### config.mk
export PLATFORM = sky130hd
export DESIGN_NAME = sound_sequencer
export DESIGN_NICKNAME = d
export VERILOG_FILES = /design/src/rtl/sound_pkg.sv /design/src/rtl/sound_sequencer_tone_divider.sv /design/src/rtl/sound_sequencer.sv
export SDC_FILE = /design/constraint.sdc
export NUM_CORES = 1
export LEC_CHECK = 0
export CAP_MARGIN = 20
export CORE_MARGIN = 5
export CORE_UTILIZATION = 50
export DETAILED_ROUTE_END_ITERATION = 12
export DONT_BUFFER_PORTS = 1
export GPL_TIMING_DRIVEN = 1
export PLACE_DENSITY_LB_ADDON = 0.1
export SLEW_MARGIN = 20
export SYNTH_ARGS = -nofsm -noshare
export SYNTH_HDL_FRONTEND = slang
export SYNTH_HIERARCHICAL = 1
export SYNTH_SLANG_ARGS = --single-unit
### constraint.sdc
create_clock -name clk -period 4.1 [get_ports clk]
set_clock_uncertainty 0.05 [all_clocks]
set_input_delay 0.82 -clock clk [delete_from_list [all_inputs] [get_ports clk]]
set_output_delay 0.82 -clock clk [all_outputs]
set_load 0.005 [all_outputs]
### src/rtl/sound_pkg.sv
// Shared types for the sound sequencer: FSM states, sound kinds ordered by
// priority, and the half-period lookup for each kind and note.
package sound_pkg;

  typedef enum logic [1:0] {
    S_IDLE  = 2'd0,
    S_NOTE1 = 2'd1,
    S_NOTE2 = 2'd2
  } state_t;

  // Encodings increase with priority so arbitration is a plain magnitude compare.
  typedef enum logic [1:0] {
    K_NONE = 2'd0,
    K_DIR  = 2'd1,
    K_GOOD = 2'd2,
    K_BAD  = 2'd3
  } kind_t;

  // Half-period in cycles for a given kind and note (second = 1 selects note 2).
  function automatic int note_half_period(input kind_t kind, input logic second,
                                          input int good_hp1, input int good_hp2,
                                          input int bad_hp1, input int bad_hp2,
                                          input int dir_hp);
    int hp;
    hp = 0;
    case (kind)
      K_GOOD:  hp = second ? good_hp2 : good_hp1;
      K_BAD:   hp = second ? bad_hp2 : bad_hp1;
      K_DIR:   hp = dir_hp;
      default: hp = 0;
    endcase
    return hp;
  endfunction

endpackage

### src/rtl/sound_sequencer_tone_divider.sv
// Square-wave generator: counts 0..half_period-1 and toggles phase on wrap.
// A restart strobe clears the counter and forces phase high so each note
// begins on its high half.
module tone_divider #(
  parameter int DIV_WIDTH = 16
) (
  input  logic                 clk,
  input  logic                 rst,
  input  logic                 restart,
  input  logic [DIV_WIDTH-1:0] half_period,
  output logic                 phase
);

  logic [DIV_WIDTH-1:0] div_cnt;

  // Half-period counter and phase flop.
  always_ff @(posedge clk or posedge rst) begin
    if (rst) begin
      div_cnt <= '0;
      phase   <= 1'b0;
    end else if (restart) begin
      div_cnt <= '0;
      phase   <= 1'b1;
    end else if (div_cnt == half_period - DIV_WIDTH'(1)) begin
      div_cnt <= '0;
      phase   <= ~phase;
    end else begin
      div_cnt <= div_cnt + DIV_WIDTH'(1);
    end
  end

endmodule

### src/rtl/sound_sequencer.sv
// Game-event sound sequencer: edge-detects collision/direction/button inputs,
// arbitrates by priority (BAD > GOOD > DIR) with preemption, plays one or two
// square-wave notes and drives a registered DAC sample with mute gating.
// Optional macro SOUND_DECAY_EN: high level decays by one bit per note quarter.
module sound_sequencer
  import sound_pkg::*;
#(
  parameter int DAC_WIDTH    = 8,
  parameter int AMPLITUDE    = 2**(DAC_WIDTH-1),
  parameter int DIV_WIDTH    = 16,
  parameter int DUR_WIDTH    = 16,
  parameter int GOOD_HP1     = 50,
  parameter int GOOD_HP2     = 25,
  parameter int BAD_HP1      = 40,
  parameter int BAD_HP2      = 80,
  parameter int DIR_HP       = 20,
  parameter int NOTE_CYCLES  = 400,
  parameter int CLICK_CYCLES = 100
) (
  input  logic                 clk,
  input  logic                 rst,
  input  logic                 button_i,
  input  logic                 goodColl_i,
  input  logic                 badColl_i,
  input  logic [3:0]           direction_i,
  output logic [DAC_WIDTH-1:0] soundOut
);

  localparam logic [DAC_WIDTH-1:0] AMP        = DAC_WIDTH'(AMPLITUDE);
  localparam logic [DUR_WIDTH-1:0] NOTE_LAST  = DUR_WIDTH'(NOTE_CYCLES - 1);
  localparam logic [DUR_WIDTH-1:0] CLICK_LAST = DUR_WIDTH'(CLICK_CYCLES - 1);

  logic                 button_prev, good_prev, bad_prev;
  logic [3:0]           dir_prev;
  logic                 btn_ev, good_ev, bad_ev, dir_ev;
  kind_t                ev_kind, kind;
  state_t               state;
  logic [DUR_WIDTH-1:0] dur_cnt;
  logic [DIV_WIDTH-1:0] half_period;
  logic                 accept, dur_last, to_note2, restart;
  logic                 mute, phase;
  logic [DAC_WIDTH-1:0] level;

  assign btn_ev  = button_i & ~button_prev;
  assign good_ev = goodColl_i & ~good_prev;
  assign bad_ev  = badColl_i & ~bad_prev;
  assign dir_ev  = (direction_i != dir_prev) && (direction_i != 4'd0);

  // Pick the highest-priority event firing this cycle.
  always_comb begin
    ev_kind = K_NONE;
    if (bad_ev)       ev_kind = K_BAD;
    else if (good_ev) ev_kind = K_GOOD;
    else if (dir_ev)  ev_kind = K_DIR;
  end

  // Lower or equal priority events are dropped while a sound is playing.
  assign accept   = (ev_kind != K_NONE) && ((state == S_IDLE) || (ev_kind > kind));
  assign dur_last = (state != S_IDLE) &&
                    (dur_cnt == ((kind == K_DIR) ? CLICK_LAST : NOTE_LAST));
  assign to_note2 = dur_last && (state == S_NOTE1) && (kind != K_DIR);
  assign restart  = accept || to_note2;

  // Previous-value registers for edge detection.
  always_ff @(posedge clk or posedge rst) begin
    if (rst) begin
      button_prev <= 1'b0;
      good_prev   <= 1'b0;
      bad_prev    <= 1'b0;
      dir_prev    <= 4'd0;
    end else begin
      button_prev <= button_i;
      good_prev   <= goodColl_i;
      bad_prev    <= badColl_i;
      dir_prev    <= direction_i;
    end
  end

  // Sequencer FSM: note selection, duration counting and preemption.
  always_ff @(posedge clk or posedge rst) begin
    if (rst) begin
      state       <= S_IDLE;
      kind        <= K_NONE;
      dur_cnt     <= '0;
      half_period <= '0;
    end else if (accept) begin
      state       <= S_NOTE1;
      kind        <= ev_kind;
      dur_cnt     <= '0;
      half_period <= DIV_WIDTH'(note_half_period(ev_kind, 1'b0, GOOD_HP1, GOOD_HP2,
                                                 BAD_HP1, BAD_HP2, DIR_HP));
    end else if (state != S_IDLE) begin
      if (to_note2) begin
        state       <= S_NOTE2;
        dur_cnt     <= '0;
        half_period <= DIV_WIDTH'(note_half_period(kind, 1'b1, GOOD_HP1, GOOD_HP2,
                                                   BAD_HP1, BAD_HP2, DIR_HP));
      end else if (dur_last) begin
        state   <= S_IDLE;
        kind    <= K_NONE;
        dur_cnt <= '0;
      end else begin
        dur_cnt <= dur_cnt + DUR_WIDTH'(1);
      end
    end
  end

  tone_divider #(
    .DIV_WIDTH (DIV_WIDTH)
  ) u_tone_divider (
    .clk         (clk),
    .rst         (rst),
    .restart     (restart),
    .half_period (half_period),
    .phase       (phase)
  );

`ifdef SOUND_DECAY_EN
  function automatic logic [DAC_WIDTH-1:0] decay_level(input logic [1:0] quarter);
    return AMP >> quarter;
  endfunction

  logic [DUR_WIDTH-1:0] q1_bound, q2_bound, q3_bound;
  logic [1:0]           quarter;

  // Quarter of the current note from elaboration-time boundaries.
  always_comb begin
    q1_bound = DUR_WIDTH'(NOTE_CYCLES / 4);
    q2_bound = DUR_WIDTH'(NOTE_CYCLES / 2);
    q3_bound = DUR_WIDTH'((3 * NOTE_CYCLES) / 4);
    if (kind == K_DIR) begin
      q1_bound = DUR_WIDTH'(CLICK_CYCLES / 4);
      q2_bound = DUR_WIDTH'(CLICK_CYCLES / 2);
      q3_bound = DUR_WIDTH'((3 * CLICK_CYCLES) / 4);
    end
    quarter = 2'd0;
    if (dur_cnt >= q3_bound)      quarter = 2'd3;
    else if (dur_cnt >= q2_bound) quarter = 2'd2;
    else if (dur_cnt >= q1_bound) quarter = 2'd1;
    level = decay_level(quarter);
  end
`else
  assign level = AMP;
`endif

  // Mute toggles on each button press; it gates only the output.
  always_ff @(posedge clk or posedge rst) begin
    if (rst) mute <= 1'b0;
    else if (btn_ev) mute <= ~mute;
  end

  // Registered DAC sample.
  always_ff @(posedge clk or posedge rst) begin
    if (rst) soundOut <= '0;
    else if ((state != S_IDLE) && phase && !mute) soundOut <= level;
    else soundOut <= '0;
  end

endmodule

-- After elaboration in Yosys (flattened, before gate mapping)
Cells that the tools add are included.
- flip-flop bits (word level): 69
- word-level logic and storage cells: 83
- add/sub/neg operators: 3
- $lt $le $gt $ge: 1
- equal/unequal tests: 12
- multiplexer cells: 25
- bitwise operators: 8
- reduce and logical (&&, ||, !) cells: 22
- operator list (operator ; count):
    2-to-1 mux 16 bit ; 9
    adder 16 x 1 -> 16 bit (second input constant) ; 2
    one-hot mux 7 bit (3 select lines) ; 1
    2-to-1 mux 2 bit ; 9
    one-hot mux 6 bit (3 select lines) ; 1
    equality test 16 bit ; 1
    equality test 16 x 9 -> 1 bit ; 1
    subtractor 16 x 1 -> 16 bit (second input constant) ; 1
    nonzero test 2 bit ; 6
    2-to-1 mux 9 bit ; 1
    equality test 2 bit (second input constant) ; 4
    2-to-1 mux 8 bit ; 1
    logical AND 1 bit ; 7
    equality test 2 x 1 -> 1 bit (second input constant) ; 3
    inverter 1 bit ; 5
    inequality test 4 bit ; 1
    AND reduction 2 bit ; 2
    nonzero test 4 bit ; 1
    AND 1 bit ; 3
    2-to-1 mux 1 bit ; 3
    AND reduction 3 bit ; 1
    nonzero test 3 bit ; 1
    greater-than comparator 2 bit ; 1
    zero test 2 bit ; 1
    other kinds (4) ; 5

-- Logic depth before layout (Yosys ltp)
- depth after elaboration: 10
- depth in mapped cells: 13

-- By module
Netlist, hierarchy kept.
- modules (own cells, without submodules) (module ; instances ; cells an instance ; area each (µm²) ; sequential area each (µm²)):
    sound_sequencer ; 1 ; 197 ; 1954.4 ; 900.9
    tone_divider ; 1 ; 143 ; 1281.2 ; 425.4

-- Worst setup path after synthesis
No wires, ideal clock.
- path type: input-to-reg
- start point: input direction_i[1]
- end point: register u_tone_divider.div_cnt[10]
- setup time: 0.072 ns
- arrival time: 3.281 ns
- required time: 3.978 ns
- setup slack: 0.697 ns
- cell stages on the path: 12
- cells stage by stage: or4_1 a31oi_1 ha_1 nor2b_1 o21ai_1 a21o_1 clkbuf_1 o21ai_0 inv_1 o41ai_4 buf_6 nor2_1
- longest elaborated chain between the ends: 10
- elaborated cells on any way between the ends: 12
- those cells by class: order compare (1); eq/ne (1); mux (4); reduce/logical (6)
- RTL lines (what ; RTL line ; text):
    start: declaration ; sound_sequencer.sv:25 ; input logic [3:0] direction_i,
    inequality test 4 bit or nonzero test 4 bit (tied branches) ; sound_sequencer.sv:47 ; assign dir_ev = (direction_i != dir_prev) && (direction_i != 4'd0);
    logical AND 1 bit (*) ; sound_sequencer.sv:47 ;
    2-to-1 mux 1 bit (*) ; sound_sequencer.sv:54 ; else if (dir_ev) ev_kind = K_DIR;
    2-to-1 mux 2 bit (*) ; sound_sequencer.sv:53 ; else if (good_ev) ev_kind = K_GOOD;
    2-to-1 mux 2 bit (*) ; sound_sequencer.sv:52 ; if (bad_ev) ev_kind = K_BAD;
    greater-than comparator 2 bit ; sound_sequencer.sv:58 ; assign accept = (ev_kind != K_NONE) && ((state == S_IDLE) || (ev_kind > kind));
    logical OR 1 bit ; sound_sequencer.sv:58 ;
    logical AND 1 bit (*) ; sound_sequencer.sv:58 ;
    logical OR 1 bit (*) ; sound_sequencer.sv:62 ; assign restart = accept || to_note2;
    via restart ; sound_sequencer.sv:40 ; logic accept, dur_last, to_note2, restart;
    2-to-1 mux 16 bit (*) ; sound_sequencer_tone_divider.sv:21 ; end else if (restart) begin
    end signal: assignment ; sound_sequencer_tone_divider.sv:28 ; div_cnt <= div_cnt + DIV_WIDTH'(1);
    end: declaration ; sound_sequencer_tone_divider.sv:14 ; logic [DIV_WIDTH-1:0] div_cnt;
Mark *: on every way through the listed nets, which the timed path passes. The rest lies on a longest branch.
A chain may end at the register's enable or synchronous reset.

-- Worst setup path in the final report
- start point: register half_period[0]
- end point: register u_tone_divider.div_cnt[3]
- longest elaborated chain between the ends: 4
- RTL lines (what ; RTL line ; text):
    start: declaration ; sound_sequencer.sv:39 ; logic [DIV_WIDTH-1:0] half_period;
    start signal: assignment ; sound_sequencer.sv:90 ; half_period <= DIV_WIDTH'(note_half_period(ev_kind, 1'b0, GOOD_HP1, GOOD_HP2,
    start signal: assignment ; sound_sequencer.sv:96 ; half_period <= DIV_WIDTH'(note_half_period(kind, 1'b1, GOOD_HP1, GOOD_HP2,
    subtractor 16 x 1 -> 16 bit ; sound_sequencer_tone_divider.sv:24 ; end else if (div_cnt == half_period - DIV_WIDTH'(1)) begin
    equality test 16 bit ; sound_sequencer_tone_divider.sv:24 ;
    2-to-1 mux 16 bit ; sound_sequencer_tone_divider.sv:24 ;
    2-to-1 mux 16 bit ; sound_sequencer_tone_divider.sv:21 ;
No other way between the ends.

==> out/qor.csv <==
metric;value;unit
rsz0062_at_grt;false;
antenna_found_initial;0;
post_cts_resized;0;
grt_pass1_vias;2386;
critPathLaunch;half_period[0]$_DFFE_PP0P_;
grt_max_degree;37;
critical-path-top-delay-family;simple AND/OR/NAND/NOR gates;
grt_pass1_wl;10.8;mm
max_stage_delay;0.80;ns
irDropWorstVdd;0.299;mV
cp-end-kind;flip-flop;
report.final.hold_viol_count;0;
synth_edf_count;0;
io_buffers;0;
core-area;6310;sq um
crit_arrival;3.42;ns
total_leakage_power;0.00150;uW
area_growth;7.00;%
tightest_slew;0.862;ns
dr.first_iter.drc_count;57;
crit_path_frequent_cell;nor2_1;
syn_area;3240;sq um
setup-tns-final;0;ns
cts_max_level;2;
gp_congestion;0.775;
setup_viol;0;
status;finished clean;
postCtsHoldBufs;0;
clk_latency;0.31;ns
num_antenna_cells;0;
synth_seq_area_share;41.0;%
clock.fmax;302;MHz
power_density;446;nW/um^2
placed_area;3380;sq um
clkSinkCount;53;
cts_tree;yes;
first_pass_iters;4;
ys_ff_latch;53;
hp-class;in2async;
dieArea;8180;sq um
final-max-slew-violation-count;0;
synthFlopType;dfrtp_1;
num-fill-cells;611;
critPathSlowestCell;o41ai_4;
die_y;90.4;microns
vias_per_cell;5.40;
yosysTopAreaCellShare;41.0;%
synth_area_leaders;dfrtp_1 41%, xor2_1 7.6%, xnor2_1 6.0%, nor2_1 3.4%, ha_1 3.1%;
clkSlewWorstSetupHoldPaths;0.10;ns
synth_warnings;6;
criticalPathCategory;reg2reg;
worstReg2RegStart;half_period[0]$_DFFE_PP0P_;
rows;29;
wirelength;6.13;mm
wl_per_cell;13.8;microns
yosysUniqueCellTypes;57;
cp_max_fo;16;
drc;0;
drive_gt1_share;5.19;%
fin_crit;3.32;ns
syn_inst;340;
ios;17;
track_usage;15.5;%
ant_nets;0;
synth_area_per_cell;9.52;sq um
numCtsBuffers;5;
worst-path-buf-inv;1;
start_util;51.2;%
cp.required;4.21;ns
nets;382;
post-route-period-util;80.9;%
grt_overflow_total;0;
slew_headroom;42.4;%
synthArstFlopShare;100;%
num_vias;2394;
synth_area_leader_cell;dfrtp_1;
maxCapViolations;0;
design_area;3460;sq um
path_cells;inv_1, ha_1, or3b_1, or4_1, nor2_1, xnor2_1, nand3_1, o41ai_4, nor2_1;
root_buffer;clkbuf_8;
die_x;90.4;microns
cp-start-kind;flip-flop;
postCtsSetupRepairBufs;0;
hpwl;4.56;mm
clock_path_buffers;2;
-- per-layer routing --
| metal | share of wire (%) | vias to the layer above | GRT usage [%] | routed length (microns) |
|---|---|---|---|---|
| li1 | - | 1219 | - | - |
| met1 | 47 | 1149 | 19.3 | 2860 |
| met2 | 50 | 20 | 27.8 | 3080 |
| met3 | 2.2 | 6 | 2.92 | 135 |
| met4 | 0.91 | 0 | 3.47 | 56 |
| met5 | 0 | - | 0 | 0 |
-- worst paths after layout --
path | depth (start not counted) | slack [ns] | to
min reg2reg | 1 | 0.42 | mute$_DFFE_PP0P_
max | 9 | 0.78 | u_tone_divider/div_cnt[3]$_DFF_PP0_
min | 1 | 0.42 | u_tone_divider/div_cnt[3]$_DFF_PP0_
max reg2reg | 9 | 0.78 | u_tone_divider/div_cnt[3]$_DFF_PP0_
max in group asynchronous | 1 | 3.17 | u_tone_divider/div_cnt[8]$_DFF_PP0_
min in group clk | 1 | 0.42 | mute$_DFFE_PP0P_
-- per-stage QoR --
| step | power (uW) | util (%) | instances | hold slack (ns) | setup slack [ns] |
|---|---|---|---|---|---|
| finish | 1550 | 54.8 | 443 | 0.424 | 0.783 |
| detailed placement | 1270 | 53.5 | 435 | 0.413 | 0.498 |
| global placement | 1250 | 53.5 | 435 | 0.404 | 0.647 |
| global route | 1660 | 54.8 | 443 | 0.438 | 0.536 |
| CTS | 1560 | 54.8 | 443 | 0.428 | 0.678 |
| floorplan | 1160 | - | 375 | 0.388 | 0.697 |
-- synthesized netlist by cell type, types with 6 or more instances --
| master | n |
|---|---|
| a211oi_1 | 9 |
| buf_4 | 7 |
| clkbuf_1 | 9 |
| dfrtp_1 | 53 |
| ha_1 | 8 |
| inv_1 | 18 |
| mux2i_1 | 8 |
| nand2_1 | 12 |
| nand3_1 | 14 |
| nand4_1 | 11 |
| nor2_1 | 29 |
| nor3_1 | 16 |
| o21ai_0 | 13 |
| or3_1 | 6 |
| or4_1 | 8 |
| xnor2_1 | 22 |
| xor2_1 | 28 |
-- kinds of logic after synthesis --
kind of cell,count (synthesis),share of synthesized area (%)
simple gates,131,22.8
flops,53,41.0
compound gates,50,11.3
xor+xnor,50,13.5
buf+inv,39,5.72
fa+ha+maj,8,3.09
mux,8,2.47
other cells,1,0.116
-- cells in the final DEF, fill, tap and decap left out, types with 4 or more instances in the layout --
cell type and instances:
dfrtp_1 53, conb_1 36, nor2_1 29, xor2_1 28, xnor2_1 22, inv_1 18
nor3_1 16, nand3_1 14, o21ai_0 13, nand2_1 12, nand4_1 11, a211oi_1 9
or4_1 8, mux2i_1 8, ha_1 8, or3_1 6, nor2b_1 5, clkbuf_8 5
a21oi_1 4, and4_1 4, buf_4 4, and3_1 4
-- report_power, final --
group	total, uW	internal [uW]	leakage (uW)	switching, uW
combinational	551	239	0.000767	311
sequential	704	601	0.000688	102
clock	291	118	0.0000439	172
-- worst register-to-register path: cells and delay by family, from the launching register on --
family,cells,cell delay [ns]
XOR/XNOR,1,0.13
AO/OA/AOI/OAI,1,0.80
AND/OR/NAND/NOR,5,1.52
adder cells (fa/ha/maj),1,0.18
buffers and inverters,1,0.07
flip-flops,1,0.44
-- registers in the layout, summed over array words and instances (netlist names), 2 cells and up --
| signal | cells |
|---|---|
| state | 2 |
| u_tone_divider/div_cnt | 16 |
| dir_prev | 4 |
| half_period | 7 |
| dur_cnt | 16 |
| kind | 2 |
-- area by class of cell --
type	count	area, sq um	share of cell area (%)
clock buffers	5	68.8	1.99
inverters	18	67.6	1.95
well taps	77	96.3	2.78
multi-input cells	283	1860	53.6
flip-flops and latches	53	1330	38.3
clock inverters	3	17.5	0.506
repair buffers	4	30.0	0.867
Power figures use the tool's default switching activity.
